$ cat src/rtl/proc_instr_sequencer.sv
// rtl/proc_instr_sequencer.sv - program-RAM driven instruction sequencer for the 16-bit host processor
module proc_instr_sequencer #(
    parameter int PROG_DEPTH = 16,
    parameter int PTR_W      = 4,
    parameter int TIMEOUT    = 64
) (
    input  logic             clk,
    input  logic             rst,
    input  logic             prog_we,
    input  logic [PTR_W-1:0] prog_addr,
    input  logic [42:0]      prog_data,
    input  logic [PTR_W:0]   run_len,
    input  logic             start,
    input  logic             proc_ready,
    input  logic             proc_halt,
    output logic [2:0]       opcode,
    output logic [7:0]       addr,
    output logic [15:0]      operand_a,
    output logic [15:0]      operand_b,
    output logic             execute,
    output logic             busy,
    output logic             done,
    output logic             error,
    output logic [PTR_W:0]   issued_count
);

    typedef enum logic [2:0] {S_IDLE, S_FETCH, S_ISSUE, S_RELEASE, S_DONE, S_ERROR} state_t;

    localparam logic [2:0]     OP_HALT  = 3'b111;
    localparam logic [PTR_W:0] DEPTH_L  = (PTR_W+1)'(PROG_DEPTH);
    localparam logic [PTR_W:0] ONE_L    = (PTR_W+1)'(1);
    localparam logic [15:0]    TMO_LAST = 16'(TIMEOUT - 1);

    state_t           state_q, state_d;
    logic [PTR_W-1:0] ptr_q, ptr_d;
    logic [PTR_W:0]   run_len_q, run_len_d;
    logic [15:0]      tmo_q, tmo_d;
    logic [2:0]       opcode_q, opcode_d;
    logic [7:0]       addr_q, addr_d;
    logic [15:0]      opa_q, opa_d;
    logic [15:0]      opb_q, opb_d;
    logic             execute_q, execute_d;
    logic             busy_q, busy_d;
    logic             done_q, done_d;
    logic             error_q, error_d;
    logic [PTR_W:0]   cnt_q, cnt_d;

    logic [42:0]      prog_mem [PROG_DEPTH];
    logic [42:0]      rd_word;
    logic [PTR_W:0]   ptr_inc;
    logic             idle_like;

    assign idle_like = (state_q == S_IDLE) || (state_q == S_DONE) || (state_q == S_ERROR);
    assign rd_word   = prog_mem[ptr_q];
    assign ptr_inc   = {1'b0, ptr_q} + ONE_L;

    // Program RAM has no reset; writes only land while no run is in flight.
    always_ff @(posedge clk) begin
        if (prog_we && idle_like) begin
            prog_mem[prog_addr] <= prog_data;
        end
    end

    always_comb begin
        state_d   = state_q;
        ptr_d     = ptr_q;
        run_len_d = run_len_q;
        tmo_d     = tmo_q;
        opcode_d  = opcode_q;
        addr_d    = addr_q;
        opa_d     = opa_q;
        opb_d     = opb_q;
        execute_d = execute_q;
        busy_d    = busy_q;
        done_d    = done_q;
        error_d   = error_q;
        cnt_d     = cnt_q;
        case (state_q)
            S_IDLE, S_DONE, S_ERROR: begin
                if (start) begin
                    // done and error are kept mutually exclusive: each reflects the last run outcome
                    if (run_len == '0) begin
                        state_d = S_DONE;
                        done_d  = 1'b1;
                        error_d = 1'b0;
                    end else if (proc_halt) begin
                        state_d = S_ERROR;
                        error_d = 1'b1;
                        done_d  = 1'b0;
                    end else begin
                        state_d   = S_FETCH;
                        run_len_d = (run_len > DEPTH_L) ? DEPTH_L : run_len;
                        ptr_d     = '0;
                        done_d    = 1'b0;
                        error_d   = 1'b0;
                        cnt_d     = '0;
                        busy_d    = 1'b1;
                    end
                end
            end
            S_FETCH: begin
                {opcode_d, addr_d, opa_d, opb_d} = rd_word;
                execute_d = 1'b1;
                tmo_d     = '0;
                state_d   = S_ISSUE;
            end
            S_ISSUE: begin
                // A nonzero counter means execute has already been seen by the processor for a cycle.
                if ((tmo_q != '0) && !proc_ready) begin
                    execute_d = 1'b0;
                    cnt_d     = cnt_q + ONE_L;
                    tmo_d     = '0;
                    state_d   = S_RELEASE;
                end else if (tmo_q == TMO_LAST) begin
                    execute_d = 1'b0;
                    busy_d    = 1'b0;
                    error_d   = 1'b1;
                    done_d    = 1'b0;
                    state_d   = S_ERROR;
                end else begin
                    tmo_d = tmo_q + 16'd1;
                end
            end
            S_RELEASE: begin
                if ((opcode_q == OP_HALT) || proc_halt) begin
                    busy_d  = 1'b0;
                    done_d  = 1'b1;
                    state_d = S_DONE;
                end else if (proc_ready) begin
                    ptr_d = ptr_inc[PTR_W-1:0];
                    if (ptr_inc == run_len_q) begin
                        busy_d  = 1'b0;
                        done_d  = 1'b1;
                        state_d = S_DONE;
                    end else begin
                        state_d = S_FETCH;
                    end
                end else if (tmo_q == TMO_LAST) begin
                    busy_d  = 1'b0;
                    error_d = 1'b1;
                    done_d  = 1'b0;
                    state_d = S_ERROR;
                end else begin
                    tmo_d = tmo_q + 16'd1;
                end
            end
            default: begin
                state_d = S_IDLE;
            end
        endcase
    end

    always_ff @(posedge clk) begin
        if (rst) begin
            state_q   <= S_IDLE;
            ptr_q     <= '0;
            run_len_q <= '0;
            tmo_q     <= '0;
            opcode_q  <= '0;
            addr_q    <= '0;
            opa_q     <= '0;
            opb_q     <= '0;
            execute_q <= 1'b0;
            busy_q    <= 1'b0;
            done_q    <= 1'b0;
            error_q   <= 1'b0;
            cnt_q     <= '0;
        end else begin
            state_q   <= state_d;
            ptr_q     <= ptr_d;
            run_len_q <= run_len_d;
            tmo_q     <= tmo_d;
            opcode_q  <= opcode_d;
            addr_q    <= addr_d;
            opa_q     <= opa_d;
            opb_q     <= opb_d;
            execute_q <= execute_d;
            busy_q    <= busy_d;
            done_q    <= done_d;
            error_q   <= error_d;
            cnt_q     <= cnt_d;
        end
    end

    assign opcode       = opcode_q;
    assign addr         = addr_q;
    assign operand_a    = opa_q;
    assign operand_b    = opb_q;
    assign execute      = execute_q;
    assign busy         = busy_q;
    assign done         = done_q;
    assign error        = error_q;
    assign issued_count = cnt_q;

endmodule

$ cat config.mk
export PLATFORM = sky130hd
export DESIGN_NAME = proc_instr_sequencer
export DESIGN_NICKNAME = d
export VERILOG_FILES = /design/src/rtl/proc_instr_sequencer.sv
export SDC_FILE = /design/constraint.sdc
export NUM_CORES = 1
export LEC_CHECK = 0
export CORE_ASPECT_RATIO = 1.25
export CORE_UTILIZATION = 44
export CTS_CLUSTER_SIZE = 24
export DETAILED_ROUTE_END_ITERATION = 7
export PLACE_DENSITY_LB_ADDON = 0.08
export SLEW_MARGIN = 20
export SYNTH_ARGS = -nofsm -noshare
export SYNTH_HDL_FRONTEND = slang
export SYNTH_SLANG_ARGS = --single-unit
$ cat constraint.sdc
create_clock -name clk -period 11 [get_ports clk]
set_input_delay 1.65 -clock clk [delete_from_list [all_inputs] [get_ports clk]]
set_output_delay 1.65 -clock clk [all_outputs]
set_load 0.02 [all_outputs]
# [Yosys cells after proc, flatten, opt, wreduce, memory -nomap -nowiden]
# Memory sizes are Yosys's and may differ from the RTL's. A register that Yosys moved wholly into a read port is not among the register bits.
# Index checks and enable logic that the tools add are counted.
[totals] romBits=0 inputBits=58 reg_bits=37 latch_bits=0 out_inout_bits=52 elab_cells=113 mem_count=1 ramBits=688
[op_classes] multipliers=0 eq_ne=18 magnitude_cmp=1 n_addsub=3 mux=56 div_mod_pow=0 n_reduce_logical=23 shifts=0 bitwise=2
[mem_list] name="prog_mem" depth=16 word_bits=43 read_ports=1 rd_clocked_by_memory_dff=1 wr=1 line="48" rtl="logic [42:0] prog_mem [PROG_DEPTH];"
[ops] op="$mux W16" count=4
[ops] op="$pmux W16 S3" count=1
[ops] op="$mux W1" count=26
[ops] op="$mux W5" count=5
[ops] op="$mux W3" count=8
[ops] op="$mux W4" count=5
[ops] op="$add A16 B1 Y16 const B" count=1
[ops] op="$eq A16 B6 Y1 const B" count=1
[ops] op="$ne A2 B2 Y1 const B" count=8
[ops] op="$reduce_bool A16 Y1" count=1
[ops] op="$pmux W3 S4" count=1
[ops] op="$reduce_and A6 Y1" count=2
[ops] op="$pmux W5 S2" count=1
[ops] op="$reduce_and A5 Y1" count=2
[ops] op="$eq A3 B3 Y1 const B" count=3
[ops] op="$pmux W1 S3" count=3
[ops] op="$pmux W4 S2" count=1
[ops] op="$reduce_and A4 Y1" count=2
[ops] op="$eq A3 B2 Y1 const B" count=2
[ops] op="$reduce_bool A2 Y1" count=3
[ops] op="$reduce_bool A3 Y1" count=2
[ops] op="$add A4 B1 Y5 const B" count=1
[ops] op="$add A5 B1 Y5 const B" count=1
[ops] op="$eq A5 B5 Y1" count=1
[ops] op="14 further kinds" count=18

# [Depth between registers and ports, before layout]
# Gate-level depths: netlist (run 1).
[logic_depth] depth_word=6 ltp_mapped=8

# [Least setup slack after synthesis (run 1)]
# OpenSTA, ideal clock, no wires.
[synth_path] path_kind="in2reg" start="in prog_addr[1]" end="mem prog_mem[0][0] (enable)" required_ns=10.503 arrival_ns=5.027 path_slack_ns=5.476 cell_stages=2 cell_sequence="or3_1 nor3_1"
[synth_rtl] element="start: declaration" line="10" rtl="input logic [PTR_W-1:0] prog_addr,"
[synth_rtl] element="end: declaration" line="48"
# Straight into the memory's write port.

==> results of run 1 <==
stage by stage:
step | hold WS [ns] | util [%] | setup slack [ns] | instance area (µm²)
after floorplan | 0.443 | - | 5.48 | 29900
final | 0.441 | 51.4 | 7.37 | 34500
after CTS | 0.444 | 51.4 | 7.41 | 34500
after detailed placement | 0.436 | 47.6 | 6.77 | 31900
after global placement | 0.433 | 47.6 | 6.84 | 31900
after global routing | 0.467 | 51.4 | 7.24 | 34500
critical path: cells and delay by family:
family | cells | cell delay, ns
compound gates | 1 | 0.13
buf+inv | 3 | 1.76
simple gates | 1 | 0.52
final timing paths:
| kind | startpoint | to | slack, ns | depth (start not counted) |
|---|---|---|---|---|
| worst max-delay path | rst | operand_b[1]$_SDFFE_PP0P_ | 7.37 | 5 |
| worst min-delay path | operand_b[4]$_SDFFE_PP0P_ | operand_b[4]$_SDFFE_PP0P_ | 0.44 | 2 |
| worst max register to register | ptr_q[1]$_SDFFE_PP0P_ | addr[0]$_SDFFE_PP0P_ | 7.83 | 5 |
| worst min register to register | operand_b[4]$_SDFFE_PP0P_ | operand_b[4]$_SDFFE_PP0P_ | 0.44 | 2 |
registers in the layout, indices dropped and copies added, names as in the netlist, 3 cells and up:
register      count
state_q           3
run_len_q         5
operand_b        16
operand_a        16
opcode            3
addr              8
issued_count      5
ptr_q             4
prog_mem        688
tmo_q            16
kinds of logic (layout without fill, tap and decap cells):
family / Yosys count / count (layout) / share of synthesized area (%)
flip-flops: 768 / 768 / 74.4
AND/OR/NAND/NOR: 186 / 186 / 3.00
AO/OA/AOI/OAI: 119 / 119 / 2.45
buffers and inverters: 119 / 323 / 2.30
adder cells (fa/ha/maj): 4 / 4 / 0.167
XOR/XNOR: 16 / 16 / 0.468
multiplexers: 219 / 219 / 17.3
synthesized netlist by cell type (all sizes together) (4+ instances only):
master	instances
ha	4
a31oi	4
a21boi	4
mux2i	4
o21ai	55
and3	5
clkinv	40
nand3	11
nor2b	4
or3	4
nand2b	8
a21oi	25
nand2	76
inv	10
o22ai	4
xor2	13
dfxtp	80
buf	31
o211ai	5
nor2	38
edfxtp	688
mux4	215
clkbuf	38
and2	5
nor3	10
nand4	7
nor4	5
and4	4
final cells by class:
type	instances	area share [%]
sequential	768	64.6
clock inverter	37	1.27
inverter	50	0.544
timing repair buffer	132	3.70
clock buffer	104	6.20
multi-input combinational	544	20.6
tap	864	3.13
report_power, final:
part | switching, mW | internal (mW)
Sequential | 0.0412 | 3.25
Clock | 1.09 | 1.58
Combinational | 0.219 | 0.132
layer usage:
layer / up-vias / track usage, % / wire, µm
met2: 267 / 33.0 / 32900
met5: - / 0 / 34
met3: 83 / 3.24 / 2630
met1: 7501 / 24.6 / 27500
li1: 6218 / - / -
met4: 4 / 4.62 / 1000
==> metrics.cfg, run 1 <==
[die]
start_util_pct=44.6
die_w_um=235
dieHeight_um=294
die_area_um2=69100
rows=106
pin_count=110
core_area_um2=67100

[drt]
vias=14100
drt_iter0_drc=895
first_pass_iters=5
wl_per_cell_um=25.6
postRouteAntennaNets=0
vias_per_cell=5.63
route.detailed.drc=0
wirelength_um=64100

[synth]
synth_seq_cells=768
ys_warn_count=0
synth_top_area_share_pct=69.0
synthFlopType=edfxtp_1
seq_area_frac_synth_pct=74.4
synth_area_um2=29900
yosys.area.top_type=edfxtp_1
ys_top_cells_by_area=edfxtp_1 (69%), mux4_2 (11%), mux4_1 (6.6%), dfxtp_1 (5.4%), nand2_1 (0.95%)
synth.distinct_cells=63
postSynthNetCount=1493
syn_area_per_cell_um2=20.9
synth-edff-count=688
async_reset_ff_share_pct=0
syn_inst=1431

[final_layout]
layout.nets=1635
final_common_cell=edfxtp_1
fillCellCount=5408
final_cell_mix=edfxtp_1 (688), mux4_2 (140), clkdlybuf4s50_1 (109)
drive_gt1_share_pct=18.8
diodes=0
seq_area_um2=22300
syn_to_final_growth_pct=15.3
multi_input_area_um2=7110
final_cells=2499

[power_and_ir_drop]
vdd_drop_max_v=0.0000964
p_total_mw=6.32
p_per_area_nw_per_um2=183
p_leak_nw=10.7

[timing]
post-route-min-period_ns=3.63
max_clock_freq_mhz=276
drv_slew=0
clock_skew_ns=0.0195
final-hold-violation-count=0
maxSlewHeadroom_pct=27.3
fin_setup_tns_ns=0
worstMarginPinSlew_ns=1.08
rsz0062_at_grt=no
finalSetupViolations=0
fin_crit_sh_pct=33.0

[cts]
path_clk_slew_ns=0.06
cts-htree-levels=3
cts_hold_buffers=0
clk_path_buf_depth=3
cts_root_buffer=clkbuf_16
clock_latency_ns=0.61
tritoncts=yes
post_cts_buffers=0
cts.sinks=768
cts_buffers=77
cts-resized-gates=0

[placed_design]
place_inst=2358
place.gp.congestion=0.779
hpwl_um=32500
port_buffers=109

[global_routing]
grt_antenna_before_repair=2
track_usage_pct=18.9
grt_pass1_wl_um=95800
grt_pass1_vias=15000
grt_max_degree=108
overflow=0

[hold_path]
hp-class=flip-flop to flip-flop

[worst_setup_path]
crit_fanout=25
cp-start-kind=primary input
critPathSlowestCell=clkdlybuf4s50_1
path_class=primary input to flip-flop
endpoint_kind=flip-flop
crit_chain=clkdlybuf4s50_1, inv_1, nand2_2, buf_4, o21ai_1
cp_data_arrival_time_ns=4.10
cpPeakStageDelay_ns=0.97
cp_data_required_time_ns=11.47

[run]
drv_cap=0

[run_status]
status=complete, no violations

No activity file was read; power rests on OpenSTA's default activity.
==> run 2, diff against run 1 <==
- clock period: 11 -> 3.11 ns (I/O delays scaled with it)
==> metrics.cfg, run 2 (synthesis results as in run 1) <==
[worst_setup_path]
cpLargestDelayFamily=simple AND/OR/NAND/NOR gates
cp-start-kind=flip-flop
path_class=flip-flop to flip-flop
endpoint_kind=flip-flop
cp_data_required_time_ns=3.39
cpPeakStageDelay_ns=0.50
crit_fanout=32
critPathSlowestCell=nand4b_1
cp_num_buf_inv=1
cp_data_arrival_time_ns=2.86
crit_chain=nor2b_1, nor2_1, nand4b_1, nor3_4, buf_12

[global_routing]
grt_pass1_vias=15200
grt_pass1_wl_um=98600
track_usage_pct=19.5
grt_antenna_before_repair=2
grt_max_degree=58
overflow=0

[power_and_ir_drop]
p_leak_nw=10.9
switching_share_pct=21.4
switchingPower_mw=4.77
p_per_area_nw_per_um2=636
p_clk_share_pct=41.8
vdd_drop_max_v=0.000389
p_seq_share_pct=52.2
comb_power_share_pct=6.0
p_int_mw=17.5

[timing]
max_clock_freq_mhz=387
finalSetupViolations=0
fin_crit_sh_pct=83.0
post-route-min-period_ns=2.58
drv_slew=0
clock_skew_ns=0.0158
hold-worst-slack_ns=0.442
worstMarginPinSlew_ns=1.05
rsz0062_at_grt=no
final-hold-violation-count=0
maxSlewHeadroom_pct=29.7

[die]
die_area_um2=69100
dieHeight_um=294
die_w_um=235
start_util_pct=44.6
pin_count=110
core_area_um2=67100
rows=106

[final_layout]
final_common_cell=edfxtp_1
layout.nets=1661
largest_register=prog_mem
syn_to_final_growth_pct=16.8
final_cells=2525
largest_reg_flops=688
final_cell_mix=edfxtp_1 (688), mux4_2 (140), clkdlybuf4s50_1 (109)
drive_gt1_share_pct=19.9

[drt]
vias=14200
vias_per_cell=5.61
wirelength_um=65300
drt_iter0_drc=975
route.detailed.drc=0
wl_per_cell_um=25.9
postRouteAntennaNets=0
first_pass_iters=5

[placed_design]
place_inst=2382
place.gp.congestion=0.798
hpwl_um=34800
port_buffers=109

[hold_path]
hp-class=flip-flop to flip-flop

[run]
drv_cap=0

[cts]
cts-resized-gates=0
tritoncts=yes
cts_buffers=79
path_clk_slew_ns=0.06
cts.sinks=768
cts-htree-levels=3
cts_hold_buffers=0
post_cts_buffers=0
cts_root_buffer=clkbuf_16
clk_path_buf_depth=3
clock_latency_ns=0.61

[run_status]
status=complete, no violations

==> run 2: cell count changes in the layout (fill, tap and decap cells not counted), moves of 2 or more <==
cell,change
buf_12,+24
bufinv_16,-3
nor3_2,-4
clkbuf_16,+3
clkinv_1,+2
clkinvlp_4,+2
nor3_4,+4
clkbuf_8,-2
==> run 2: routing by layer <==
layer  part of all wire [%]  vias up  global-route usage (%)
met2                     51      252                    33.7
met1                     43     7549                    25.5
li1                       -     6271                       -
met4                    1.9        2                    5.91
met3                    3.5       85                    2.87
met5                  0.017        -                       0
==> run 2: worst paths after layout <==
check / from / endpoint / slack, ns / cells past startpoint
max: state_q[2]$_SDFFE_PP0N_ / prog_mem[1][14]$_DFFE_PP_ / 0.53 / 5
min: operand_a[10]$_SDFFE_PP0P_ / operand_a[10]$_SDFFE_PP0P_ / 0.44 / 2
max reg2reg: state_q[2]$_SDFFE_PP0N_ / prog_mem[1][14]$_DFFE_PP_ / 0.53 / 5
min reg2reg: operand_a[10]$_SDFFE_PP0P_ / operand_a[10]$_SDFFE_PP0P_ / 0.44 / 2
==> run 2: layout make-up <==
type,count,area [µm²]
multi-input cells,544,7130
clock inverters,37,353
flip-flops and latches,768,22300
diodes,1,2.50
inverters,50,188
fillers,5365,32100
repair buffers,156,1760
clock buffers,105,2190
well taps,864,1080
==> run 2: power by group through the flow <==
stage / logic, mW / clock network [mW] / registers [mW]
2_1_floorplan: 0.580 / 0 / 11.9
3_3_place_gp: 1.35 / 0 / 11.8
3_5_place_dp: 1.36 / 0 / 11.8
4_1_cts: 1.36 / 9.58 / 11.6
5_1_grt: 1.45 / 9.92 / 11.6
6_report: 1.34 / 9.29 / 11.6
==> run 2: tightest hold or removal path, delay by kind of cell (launching register included) <==
kind	cells	cell delay [ns]
AND/OR/NAND/NOR	1	0.05
flip-flops	1	0.31
AO/OA/AOI/OAI	1	0.05
==> run 2: per-stage QoR <==
| stage | instance area [µm²] | utilization [%] | worst slack [ns] | total power, mW | setup TNS, ns |
|---|---|---|---|---|---|
| detailed placement | 32400 | 48.3 | 0.388 | 13.2 | 0 |
| floorplan | 30000 | - | -0.531 | 12.5 | -62.24 |
| finish | 35000 | 52.1 | 0.528 | 22.2 | 0 |
| CTS | 35000 | 52.1 | 0.535 | 22.6 | 0 |
| global placement | 32400 | 48.3 | 0.443 | 13.2 | 0 |
| global route | 35000 | 52.1 | 0.335 | 23.0 | 0 |
